--- config.mk ---
export PLATFORM = sky130hd
export DESIGN_NAME = branch_redirect_ctrl
export DESIGN_NICKNAME = d
export VERILOG_FILES = /design/src/rtl/branch_pkg.sv /design/src/rtl/sat_counter.sv /design/src/rtl/branch_redirect_ctrl.sv
export SDC_FILE = /design/constraint.sdc
export NUM_CORES = 1
export LEC_CHECK = 0
export BUFFER_PORTS_ARGS = -buffer_cell sky130_fd_sc_hd__buf_2
export CORE_MARGIN = 3
export CORE_UTILIZATION = 46
export DETAILED_ROUTE_END_ITERATION = 12
export GPL_ROUTABILITY_DRIVEN = 0
export PLACE_DENSITY = 0.82
export SLEW_MARGIN = 10
export SYNTH_ARGS = -nofsm -noshare
export SYNTH_HDL_FRONTEND = slang
export SYNTH_SLANG_ARGS = --single-unit
--- constraint.sdc ---
create_clock -name clk -period 5.37 [get_ports clk]
set_input_delay 0.2685 -clock clk [delete_from_list [all_inputs] [get_ports clk]]
set_output_delay 0.2685 -clock clk [all_outputs]
set_load 0.05 [all_outputs]
--- src/rtl/branch_pkg.sv ---
// ============================================================================
//  Module      : branch_pkg
//  Description : Shared types and constants for the branch redirect path:
//                FSM state encoding, RV32 branch funct3 codes and the
//                instruction size used for fall-through PC computation.
//  Revision    : 1.0 - initial release
// ============================================================================
`default_nettype none

package branch_pkg;

    // Redirect controller sequencing states
    typedef enum logic [1:0] {
        ST_IDLE     = 2'd0,
        ST_REDIRECT = 2'd1,
        ST_FLUSH    = 2'd2
    } state_e;

    // Branch-type funct3 encodings, shared with the branch unit
    localparam logic [2:0] F3_BEQ  = 3'b000;
    localparam logic [2:0] F3_BNE  = 3'b001;
    localparam logic [2:0] F3_BLT  = 3'b100;
    localparam logic [2:0] F3_BGE  = 3'b101;
    localparam logic [2:0] F3_BLTU = 3'b110;
    localparam logic [2:0] F3_BGEU = 3'b111;

    // Size of one instruction in bytes (fall-through increment)
    localparam int unsigned INSN_BYTES = 4;

endpackage : branch_pkg

`default_nettype wire

--- src/rtl/sat_counter.sv ---
// ============================================================================
//  Module      : sat_counter
//  Description : W-bit up-counter that sticks at its maximum value, with a
//                synchronous clear that overrides the increment.
//  Revision    : 1.0 - initial release
// ============================================================================
`default_nettype none

module sat_counter #(
    parameter int W = 32
) (
    input  logic         clk,
    input  logic         rst_n,
    input  logic         inc_i,
    input  logic         clr_i,
    output logic [W-1:0] q_o
);

    logic [W-1:0] cnt_q;

    // Clear wins over increment; increment stops once all ones is reached
    always_ff @(posedge clk) begin
        if (!rst_n) begin
            cnt_q <= '0;
        end else if (clr_i) begin
            cnt_q <= '0;
        end else if (inc_i && (cnt_q != {W{1'b1}})) begin
            cnt_q <= cnt_q + {{(W-1){1'b0}}, 1'b1};
        end
    end

    assign q_o = cnt_q;

endmodule : sat_counter

`default_nettype wire

--- src/rtl/branch_redirect_ctrl.sv ---
// ============================================================================
//  Module      : branch_redirect_ctrl
//  Description : Detects branch mispredictions from execute, issues a single
//                registered PC redirect to fetch over valid/ready, then holds
//                a pipeline flush for FLUSH_CYCLES cycles. Keeps saturating
//                branch / mispredict statistics.
//  Revision    : 1.0 - initial release
// ============================================================================
`default_nettype none

module branch_redirect_ctrl
    import branch_pkg::*;
#(
    parameter int XLEN         = 32,
    parameter int FLUSH_CYCLES = 2,
    parameter int CNT_W        = 32
) (
    input  logic             clk,
    input  logic             rst_n,
    input  logic             ex_valid_i,
    output logic             ex_ready_o,
    input  logic [XLEN-1:0]  ex_pc_i,
    input  logic             ex_taken_i,
    input  logic [XLEN-1:0]  ex_target_i,
    input  logic             ex_pred_taken_i,
    input  logic [XLEN-1:0]  ex_pred_target_i,
    output logic             redir_valid_o,
    input  logic             redir_ready_i,
    output logic [XLEN-1:0]  redir_pc_o,
    output logic             flush_o,
    input  logic             clr_stats_i,
    output logic [CNT_W-1:0] branch_cnt_o,
    output logic [CNT_W-1:0] mispred_cnt_o
);

    // Flush down-counter only needs to hold FLUSH_CYCLES-1
    localparam int FC_W = (FLUSH_CYCLES > 1) ? $clog2(FLUSH_CYCLES) : 1;
    localparam logic [FC_W-1:0] FC_LOAD =
        (FLUSH_CYCLES > 0) ? FC_W'(FLUSH_CYCLES - 1) : '0;

    state_e            state_q;
    logic              redir_valid_q;
    logic              flush_q;
    logic [XLEN-1:0]   redir_pc_q;
    logic [FC_W-1:0]   fcnt_q;

    logic              acc_d;
    logic              mis_d;
    logic [XLEN-1:0]   correct_pc_d;

    // Ready depends on state only, so no input reaches ex_ready_o combinationally
    assign ex_ready_o = (state_q == ST_IDLE);

    // Accept, mispredict detection and corrected fetch PC (wraps modulo 2^XLEN)
    always_comb begin
        acc_d        = ex_valid_i & ex_ready_o;
        mis_d        = (ex_taken_i != ex_pred_taken_i) |
                       (ex_taken_i & (ex_target_i != ex_pred_target_i));
        correct_pc_d = ex_taken_i ? ex_target_i
                                  : (ex_pc_i + XLEN'(INSN_BYTES));
    end

    // Redirect/flush sequencing with registered outputs
    always_ff @(posedge clk) begin
        if (!rst_n) begin
            state_q       <= ST_IDLE;
            redir_valid_q <= 1'b0;
            flush_q       <= 1'b0;
            redir_pc_q    <= '0;
            fcnt_q        <= '0;
        end else begin
            case (state_q)
                ST_IDLE: begin
                    if (acc_d && mis_d) begin
                        state_q       <= ST_REDIRECT;
                        redir_valid_q <= 1'b1;
                        flush_q       <= 1'b1;
                        redir_pc_q    <= correct_pc_d;
                    end
                end
                ST_REDIRECT: begin
                    // redir_valid/redir_pc stay put until fetch takes them
                    if (redir_ready_i) begin
                        redir_valid_q <= 1'b0;
                        if (FLUSH_CYCLES == 0) begin
                            state_q <= ST_IDLE;
                            flush_q <= 1'b0;
                        end else begin
                            state_q <= ST_FLUSH;
                            fcnt_q  <= FC_LOAD;
                        end
                    end
                end
                ST_FLUSH: begin
                    if (fcnt_q == '0) begin
                        state_q <= ST_IDLE;
                        flush_q <= 1'b0;
                    end else begin
                        fcnt_q <= fcnt_q - {{(FC_W-1){1'b0}}, 1'b1};
                    end
                end
                default: begin
                    state_q       <= ST_IDLE;
                    redir_valid_q <= 1'b0;
                    flush_q       <= 1'b0;
                end
            endcase
        end
    end

    assign redir_valid_o = redir_valid_q;
    assign redir_pc_o    = redir_pc_q;
    assign flush_o       = flush_q;

    sat_counter #(.W(CNT_W)) u_branch_cnt (
        .clk   (clk),
        .rst_n (rst_n),
        .inc_i (acc_d),
        .clr_i (clr_stats_i),
        .q_o   (branch_cnt_o)
    );

    sat_counter #(.W(CNT_W)) u_mispred_cnt (
        .clk   (clk),
        .rst_n (rst_n),
        .inc_i (acc_d & mis_d),
        .clr_i (clr_stats_i),
        .q_o   (mispred_cnt_o)
    );

endmodule : branch_redirect_ctrl

`default_nettype wire

; Yosys cells after proc, flatten, opt, wreduce, memory -nomap -nowiden
; Index checks and enable logic that the tools add are counted.
[totals]
register_bits = 101
inputBits = 103
output_inout_bits = 99
wordCells = 51
[op_classes]
n_addsub = 4
eq_ne = 9
n_mux = 13
n_bitwise = 7
n_reduce_logical = 11
[ops]
columns = cell, n
row1 = adder 32 x 1 -> 32 bit (second input constant), 2
row2 = != test 32 bit (second input constant), 2
row3 = adder 32 x 3 -> 32 bit (second input constant), 1
row4 = 2-to-1 mux 32 bit, 1
row5 = != test 32 bit, 1
row6 = AND reduction 3 bit, 3
row7 = 2-to-1 mux 2 bit, 3
row8 = case mux 1 bit (3 select lines), 2
row9 = case mux 2 bit (3 select lines), 1
row10 = 2-to-1 mux 1 bit, 5
row11 = != test 2 bit (second input constant), 2
row12 = AND reduction 2 bit, 2
row13 = AND 1 bit, 3
row14 = logical AND 1 bit, 3
row15 = inverter 1 bit, 3
row16 = equality test 2 x 1 -> 1 bit (second input constant), 1
row17 = equality test 2 bit (second input constant), 1
row18 = zero test 2 bit, 1
row19 = != test 2 x 1 -> 1 bit (second input constant), 1
row20 = case mux 1 bit (2 select lines), 1
row21 = nonzero test 2 bit, 1
row22 = OR reduction 2 bit, 1
row23 = != test 1 bit, 1
row24 = bitwise OR 1 bit, 1
row25 = subtractor 1 bit (second input constant), 1

; Logic depth before layout (Yosys ltp)
; Gate-level depths: netlist of the first run.
[logic_depth]
depth_word = 6
ltp_mapped = 9
depth_no_buf = 7

; By module
; From an unflattened synthesis of the first run, not the netlist that was laid out.
[hier_totals]
hier_cells = 744
area_unflattened_um2 = 6035.8
[modules_own_cells]
columns = module, instances, cells_per_inst, area_per_inst_um2, seq_area_each_um2
row1 = sat_counter, 2, 203, 1667.8, 640.6
row2 = branch_redirect_ctrl, 1, 338, 2700.1, 740.7

; Worst setup path before layout of the first run
; OpenSTA, ideal clock, no wires.
[synth_path]
path_type = register -> register
from = reg u_mispred_cnt.cnt_q[2] (netlist: u_mispred_cnt.q_o[2])
to = reg u_mispred_cnt.cnt_q[27] (netlist: u_mispred_cnt.q_o[27])
setup_ps = 70
t_arrival_ps = 2278
required_ps = 5300
slack_ps = 3022
stages_incl_launch_ff = 9
n_path_buf = 2
period_less_slack_ps = 2348
cell_sequence = dfxtp_1 > and4_4 > and4_1 > buf_4 > and4_1 > buf_4 > nand4_1 > or4_1 > a21oi_1
[synth_via]
elab_chain_cells = 2
word_cells_on_any_way = 3
classes_between = add/sub: 1 / eq/ne: 1 / reduce/logical: 1
[synth_lines]
columns = item, line
row1 = "start, declared", sat_counter.sv:19  ; logic [W-1:0] cnt_q;
row2 = "start signal, assigned", sat_counter.sv:28  ; cnt_q <= cnt_q + {{(W-1){1'b0}}, 1'b1};
row3 = "parallel branches: the longest is 2 deep, another holds adder 32 x 1 -> 32 bit", n/a
; Several ways; the timed one is not identified.
; A chain may end at the register's enable or synchronous reset.

; Final worst setup path of the first run
[layout_path]
from = in ex_taken_i
to = reg flush_q (netlist: flush_o)
[layout_via]
elab_chain_cells = 5
word_cells_on_any_way = 6
classes_between = eq/ne: 2 / bitwise: 2 / reduce/logical: 2
[layout_lines]
columns = item, line
row1 = "start, declared", branch_redirect_ctrl.sv:23  ; input logic ex_taken_i,
row2 = != test 1 bit / AND 1 bit (equally long branches), "branch_redirect_ctrl.sv:57, branch_redirect_ctrl.sv:58"
row3 = bitwise OR 1 bit (*), branch_redirect_ctrl.sv:57  ; mis_d = (ex_taken_i != ex_pred_taken_i) |
row4 = logical AND 1 bit (*), branch_redirect_ctrl.sv:74  ; if (acc_d && mis_d) begin
row5 = != test 2 x 1 -> 1 bit (no line) (*), n/a
row6 = AND reduction 3 bit (no line) (*), n/a
row7 = "end signal, assigned", branch_redirect_ctrl.sv:68  ; flush_q <= 1'b0;
row8 = "end signal, assigned", branch_redirect_ctrl.sv:77  ; flush_q <= 1'b1;
row9 = "end signal, assigned", branch_redirect_ctrl.sv:87  ; flush_q <= 1'b0;
row10 = "end, declared", branch_redirect_ctrl.sv:43  ; logic flush_q;
; Mark *: on every way between the ends. The rest lies on a longest branch, timed or not.

==> qor.csv, run 1 <==
metric;value;unit
holdPathStages;3;
critPathTopFamily;simple AND/OR/NAND/NOR gates;
period_share;52.93;%
seq_area_frac_synth;34.01;%
regArea;2022;um^2
rrSetupSlack;2.65;ns
setup_tns;0;ns
dp_hpwl;13810;um
wirelength;18350;um
diodes;0;
cp-start-kind;input port;
cp_cell_sequence;buf_2 > nand4_1 > nor4_1 > and3_2 > nor2_1 > o221a_2;
postSynthCellCount;730;
dr_wl_met2;9022;um
crit_path_max_incr_delay;0.95;ns
slowest_stage;and3_2;
antenna_found_initial;0;
syn2layout_area_growth;22.18;%
cp.required;5.61;ns
design.core.area;12310;um^2
grt_first_pass_wirelength;29060;um
clk_latency;0.35;ns
end_kind;flip-flop;
root_buffer;clkbuf_16;
synth_edf_count;0;
drc;0;
grt_pass1_vias;5772;
ctsLongestPathBuffers;2;
power_leakage;2.717;nW
ir_worst_vdd;0.0001451;V
drt.antenna.violating_nets;0;
clkTransAtPathRegs;0.07;ns
syn-cell-area;5946;um^2
drv_slew;0;
cts_hold_buf;0;
start_util;48.29;%
cts.sinks;101;
tightest_slew;1.039;ns
viasPerCell;5.829;
port_buffers;201;
vias;6255;
syn_nets;836;
highest_layer;met4;
finalSetupViolCount;0;
cp_max_fo;65;
max_freq;351.8;MHz
report.final.hold_viol_count;0;
placed_area;6988;um^2
synth-adder-area-share;0.6313;%
cp.arrival;3.08;ns
drive_gt1_share;26.08;%
multiInputGateArea;3671;um^2
critPathKind;in2reg;
fillers;1184;
slew_headroom;30.71;%
synth_top_family_by_area;simple AND/OR/NAND/NOR gates;
die-area;14330;um^2
fin_util;59.00;%
design_area;7264;um^2
met3WireLength;1235;um
powerDensity;235.1;nW/um^2
outcome;complete, no violations;
grt_use_total;24.82;%
synthXorXnorAreaFrac;12.08;%
async_reset_ff_share;0;%
synth_compound_area_share;19.42;%
gr-total-overflow;0;
cts_made_buffers;9;
cts-htree-levels;3;
cap_violations;0;
wl_per_cell;17.10;um
yosys_warnings;0;
synthSimpleGateAreaFrac;28.47;%
rsz0062_at_grt;no;
io_pins;202;
cts_setup_buffers;0;
worstRegToRegCells;5;
synth-seq-cells;101;
path_buf_inv;1;
rows;40;
die_x;119.7;um
cts_resized;0;
cts_tree;built;
min_period;2.842;ns
grt_max_degree;66;
finClkSkew;0.009953;ns
first_pass_iters;5;
die_h;119.7;um
cp.depth;6;
drt-met1-wl;7426;um
nNetsFinal;1006;
syn_avg_cell_area;8.145;um^2
ys_types;54;
muxShareOfSynthArea;1.010;%
ys.flop_type;dfxtp_1;
hp-class;in2reg;
drt_iter0_drc;421;
## per-layer routing
layer / vias up / track usage [%]
met3: 42 / 5.231
met1: 2900 / 29.74
met2: 246 / 42.55
met5: - / 0
met4: 0 / 11.38
li1: 3067 / -
## tightest hold or removal path, delay by kind of cell
kind                   cells  cell delay, ns
AOI/OAI and AO/OA          1            0.09
buffers and inverters      1            0.08
and+or+nand+nor            1            0.05
## layout by cell type, fill, tap and decap left out, types with 8 or more instances in the layout
master / n
or4_1: 20
and2_1: 12
o2111ai_1: 14
dfxtp_1: 101
inv_1: 8
xnor2_1: 66
nor3_1: 17
nor2_1: 38
buf_2: 201
xor2_1: 16
o31ai_1: 18
clkbuf_16: 9
or3_1: 21
and4_1: 14
and3_1: 13
nor4_1: 8
o21ai_0: 60
a21oi_1: 62
nand4_1: 38
nand2_1: 44
nand3_1: 42
## layout make-up
| cell class | count | share of cell area [%] |
|---|---|---|
| Inverter | 9 | 0.4650 |
| Tap cell | 168 | 2.894 |
| Multi-Input combinational cell | 572 | 50.53 |
| Sequential cell | 101 | 27.83 |
| Clock inverter | 4 | 0.4134 |
| Timing Repair Buffer | 207 | 14.47 |
| Clock buffer | 12 | 3.393 |
## logic make-up after synthesis
| logic type | count (synthesis) |
|---|---|
| flip-flops | 101 |
| buffers and inverters | 57 |
| multiplexers | 6 |
| adder cells (fa/ha/maj) | 3 |
| AND/OR/NAND/NOR | 295 |
| AO/OA/AOI/OAI | 186 |
| XOR/XNOR | 82 |
## stage by stage
step	hold WS (ns)	setup WS [ns]	power [mW]	instances
global route	0.1968	2.374	1.771	1073
detailed placement	0.4504	2.236	1.107	1057
CTS	0.1809	2.606	1.718	1073
global placement	0.4439	2.320	1.104	1057
finish	0.1935	2.528	1.708	1073
floorplan	0.4351	3.022	0.9929	730
## state kept, by name, summed over array words and instances, names as in the netlist
signal	flops
fcnt_q	1
flush_o	1
redir_pc_o	32
redir_valid_o	1
state_q	2
u_branch_cnt.q_o	32
u_mispred_cnt.q_o	32
## Yosys cell counts (4+ instances only)
cell type	count	area share, %
a2111o_1	7	1.3
a211o_1	4	0.59
a21oi_1	62	5.2
and2_1	12	1.3
and3_1	14	1.5
and4_1	14	2.1
buf_2	13	1.1
clkbuf_1	28	1.8
dfxtp_1	101	34
inv_1	8	0.51
mux2i_1	6	1.0
nand2_1	44	2.8
nand2b_1	8	0.84
nand3_1	42	3.5
nand4_1	38	4.0
nor2_1	38	2.4
nor3_1	17	1.4
nor4_1	8	0.84
o2111ai_1	14	2.1
o21ai_0	60	5.1
o21ai_1	4	0.34
o31ai_1	18	2.3
or3_1	21	2.2
or4_1	20	2.5
xnor2_1	66	9.7
xor2_1	16	2.4
## report_power, final
group	internal [mW]	switching, mW	total (mW)
clock	0.330	0.285	0.615
sequential	0.771	0.0139	0.784
combinational	0.0978	0.210	0.308
total	1.20	0.509	1.71
## path summary, 6_finish.rpt
kind | start | to
worst min-delay path | clr_stats_i | u_mispred_cnt.q_o[30]$_SDFFE_PP0P_
worst min register to register | redir_pc_o[21]$_SDFFE_PN0P_ | redir_pc_o[21]$_SDFFE_PN0P_
worst max-delay path | ex_taken_i | flush_o$_SDFFE_PN0P_
worst max register to register | state_q[0]$_SDFFE_PN0P_ | u_mispred_cnt.q_o[17]$_SDFFE_PP0P_
Note: power is estimated with default switching activity, not from simulation.
==> inputs of run 2 (changes only) <==
- ABC_AREA: not set -> 1
- PLACE_DENSITY: 0.82 -> 0.83
- clock period: 5.37 -> 2.6 ns (I/O delays scaled with it)
==> run 2 against run 1 <==
  * Sequential power is 110% higher
  * Highest routed layer is now met5
  * Via count is 33% higher
  * Clock power increased by 140%
  * Core utilization is 1.4 points lower
  * Clock-buffer cell count down 3
  * Clock skew up 0.0019 ns
  * Final cell count grew 45%
==> qor.csv, run 2 <==
metric;value;unit
cts_resized;0;
fillers;1448;
syn_avg_cell_area;6.012;um^2
worstRegToRegCells;11;
grt_first_pass_wirelength;36330;um
syn-cell-area;7124;um^2
cts_made_buffers;9;
synth_common_cells;nand2_1, nor2_1, inv_1;
drc;0;
drive_gt1_share;19.61;%
period_share;91.83;%
end_kind;flip-flop;
io_pins;202;
p_switching;1.201;mW
path_buf_inv;1;
drv_slew;0;
critPathTopFamily;simple AND/OR/NAND/NOR gates;
clkTransAtPathRegs;0.07;ns
muxShareOfSynthArea;0.1405;%
synth_top_family_by_area;simple AND/OR/NAND/NOR gates;
busiest_layer;met2;
layout_commonest_cell;nand2_1;
synth-adder-area-share;0.5269;%
ys_types;39;
port_buffers;201;
synth_edf_count;0;
antenna_found_initial;1;
ir_worst_vdd;0.0003863;V
cts.sinks;101;
cts_tree;built;
report.final.hold_viol_count;0;
dp_hpwl;17800;um
combPwrFrac;19.7;%
grt_pass1_vias;7391;
r2r-start;u_branch_cnt.q_o[1]$_SDFFE_PP0P_;
max_freq;418.8;MHz
yosys.area.top_type_share;28.38;%
cp-start-kind;flip-flop;
diodes;0;
cp_cell_sequence;ha_1 > nand2_1 > nor2_1 > nand2_1 > nor2_2 > nand2_1 > nand3_2 > inv_4 > nand2_1 > xor2_1 > nor2_1;
ctsLongestPathBuffers;2;
hp-class;in2reg;
outcome;complete, no violations;
grt_use_total;26.50;%
viasPerCell;5.337;
p_int;2.668;mW
ys.flop_type;dfxtp_1;
nNetsFinal;1473;
design.core.area;14860;um^2
fin_util;57.58;%
cap_violations;0;
met3_usage;6.016;%
yosysMostFrequentCell;nand2_1;
wirelength;23040;um
min_period;2.388;ns
synthXorXnorAreaFrac;7.991;%
met1_usage;36.30;%
die_x;130.5;um
multiInputGateArea;4459;um^2
syn2layout_area_growth;20.13;%
finalSetupViolCount;0;
synth_compound_area_share;9.343;%
first_pass_iters;5;
powerDensity;452.1;nW/um^2
rrSetupSlack;0.21;ns
rows;44;
wl_per_cell;14.81;um
drt.antenna.violating_nets;0;
cts-htree-levels;3;
drt_iter0_drc;805;
cts_setup_buffers;0;
seqPwrFrac;42.0;%
crit_end;u_branch_cnt.q_o[20]$_SDFFE_PP0P_;
clk_latency;0.36;ns
die_h;130.5;um
cp_max_fo;27;
grt_max_degree;52;
synth_top_area_cell;dfxtp_1;
r2r_end;u_branch_cnt.q_o[20]$_SDFFE_PP0P_;
worst_path_most_repeated_cell;nand2_1;
root_buffer;clkbuf_16;
tightest_slew;0.9030;ns
yosys_warnings;0;
async_reset_ff_share;0;%
cp.arrival;2.61;ns
syn_nets;1291;
start_util;47.93;%
cp.depth;11;
setup_tns;0;ns
use_met2;42.64;%
vias;8305;
slew_headroom;39.74;%
rsz0062_at_grt;no;
swShare;31.05;%
synth-seq-cells;101;
die-area;17020;um^2
synthSimpleGateAreaFrac;44.42;%
regArea;2022;um^2
layout_setup_ws;0.2123;ns
synth_area_leaders;dfxtp_1, nand2_1, nor2_1;
gr-total-overflow;0;
cts_hold_buf;0;
pre_cts_slack;0.2064;ns
cp.required;2.82;ns
crit_path_max_incr_delay;0.43;ns
postSynthCellCount;1185;
clkPwrFrac;38.3;%
worstHoldStart;redir_ready_i;
finClkSkew;0.01189;ns
startpoint;u_branch_cnt.q_o[1]$_SDFFE_PP0P_;
final_cell_mix;nand2_1, buf_2, nor2_1;
power_leakage;3.734;nW
slowest_stage;dfxtp_1;
seq_area_frac_synth;28.38;%
critPathKind;reg2reg;
## run 2: changes by cell type after synthesis, moves of 18 or more
cell	delta
xnor2_1	-37
or4_1	-20
inv_1	+100
or3_1	-21
nor2_1	+146
xor2_1	+20
o21ai_0	-33
nand2_1	+358
o31ai_1	-18
## run 2: worst min path at each step
stage                             endpoint  cells past startpoint  slack (ns)
6_report           state_q[1]$_SDFFE_PN0P_                      3         0.1
5_1_grt            state_q[1]$_SDFFE_PN0P_                      3        0.11
4_1_cts            state_q[1]$_SDFFE_PN0P_                      3        0.08
3_5_place_dp           fcnt_q$_SDFFE_PN0P_                      2        0.46
3_3_place_gp           fcnt_q$_SDFFE_PN0P_                      2        0.45
2_1_floorplan  redir_pc_o[11]$_SDFFE_PN0P_                      2        0.25
## run 2: area by class of cell
class / instances / area share (%)
tap: 184 / 2.690
sequential: 101 / 23.63
timing repair buffer: 212 / 12.87
inverter: 112 / 4.942
clock buffer: 9 / 2.632
clock inverter: 7 / 1.140
multi-input combinational: 931 / 52.11
## run 2: power by group through the flow
stage	Clock [mW]	Combinational, mW	Sequential [mW]
2_1_floorplan	0	0.342	1.83
3_3_place_gp	0	0.744	1.66
3_5_place_dp	0	0.751	1.66
4_1_cts	1.51	0.753	1.63
5_1_grt	1.57	0.830	1.63
6_report	1.48	0.762	1.63
## run 2: cell families (layout without fill, tap and decap cells)
kind of cell             count (synthesis)  after routing
XOR/XNOR                                65             65
AND/OR/NAND/NOR                        744            744
AO/OA/AOI/OAI                          118            118
flip-flops                             101            101
multiplexers                             1              1
adder cells (fa/ha/maj)                  3              3
buffers and inverters                  153            340
## run 2: through the flow
stage / instances / hold slack [ns] / power, mW / cell area, um^2
global placement: 1540 / 0.4481 / 2.404 / 8225
floorplan: 1185 / 0.2528 / 2.167 / 7124
CTS: 1556 / 0.08085 / 3.885 / 8548
finish: 1556 / 0.09728 / 3.869 / 8558
global route: 1556 / 0.1126 / 4.026 / 8558
detailed placement: 1540 / 0.4578 / 2.412 / 8225
## run 2: per-layer routing
layer	up-vias	part of all wire, %
met4	2	1.8
met1	3746	44
met5	-	0.039
li1	4143	-
met3	47	8.1
met2	367	46
## run 2: worst min-delay path, stage by stage
cell and delay, ns:
buf_2 0.11, nand3_1 0.10, a21oi_1 0.07
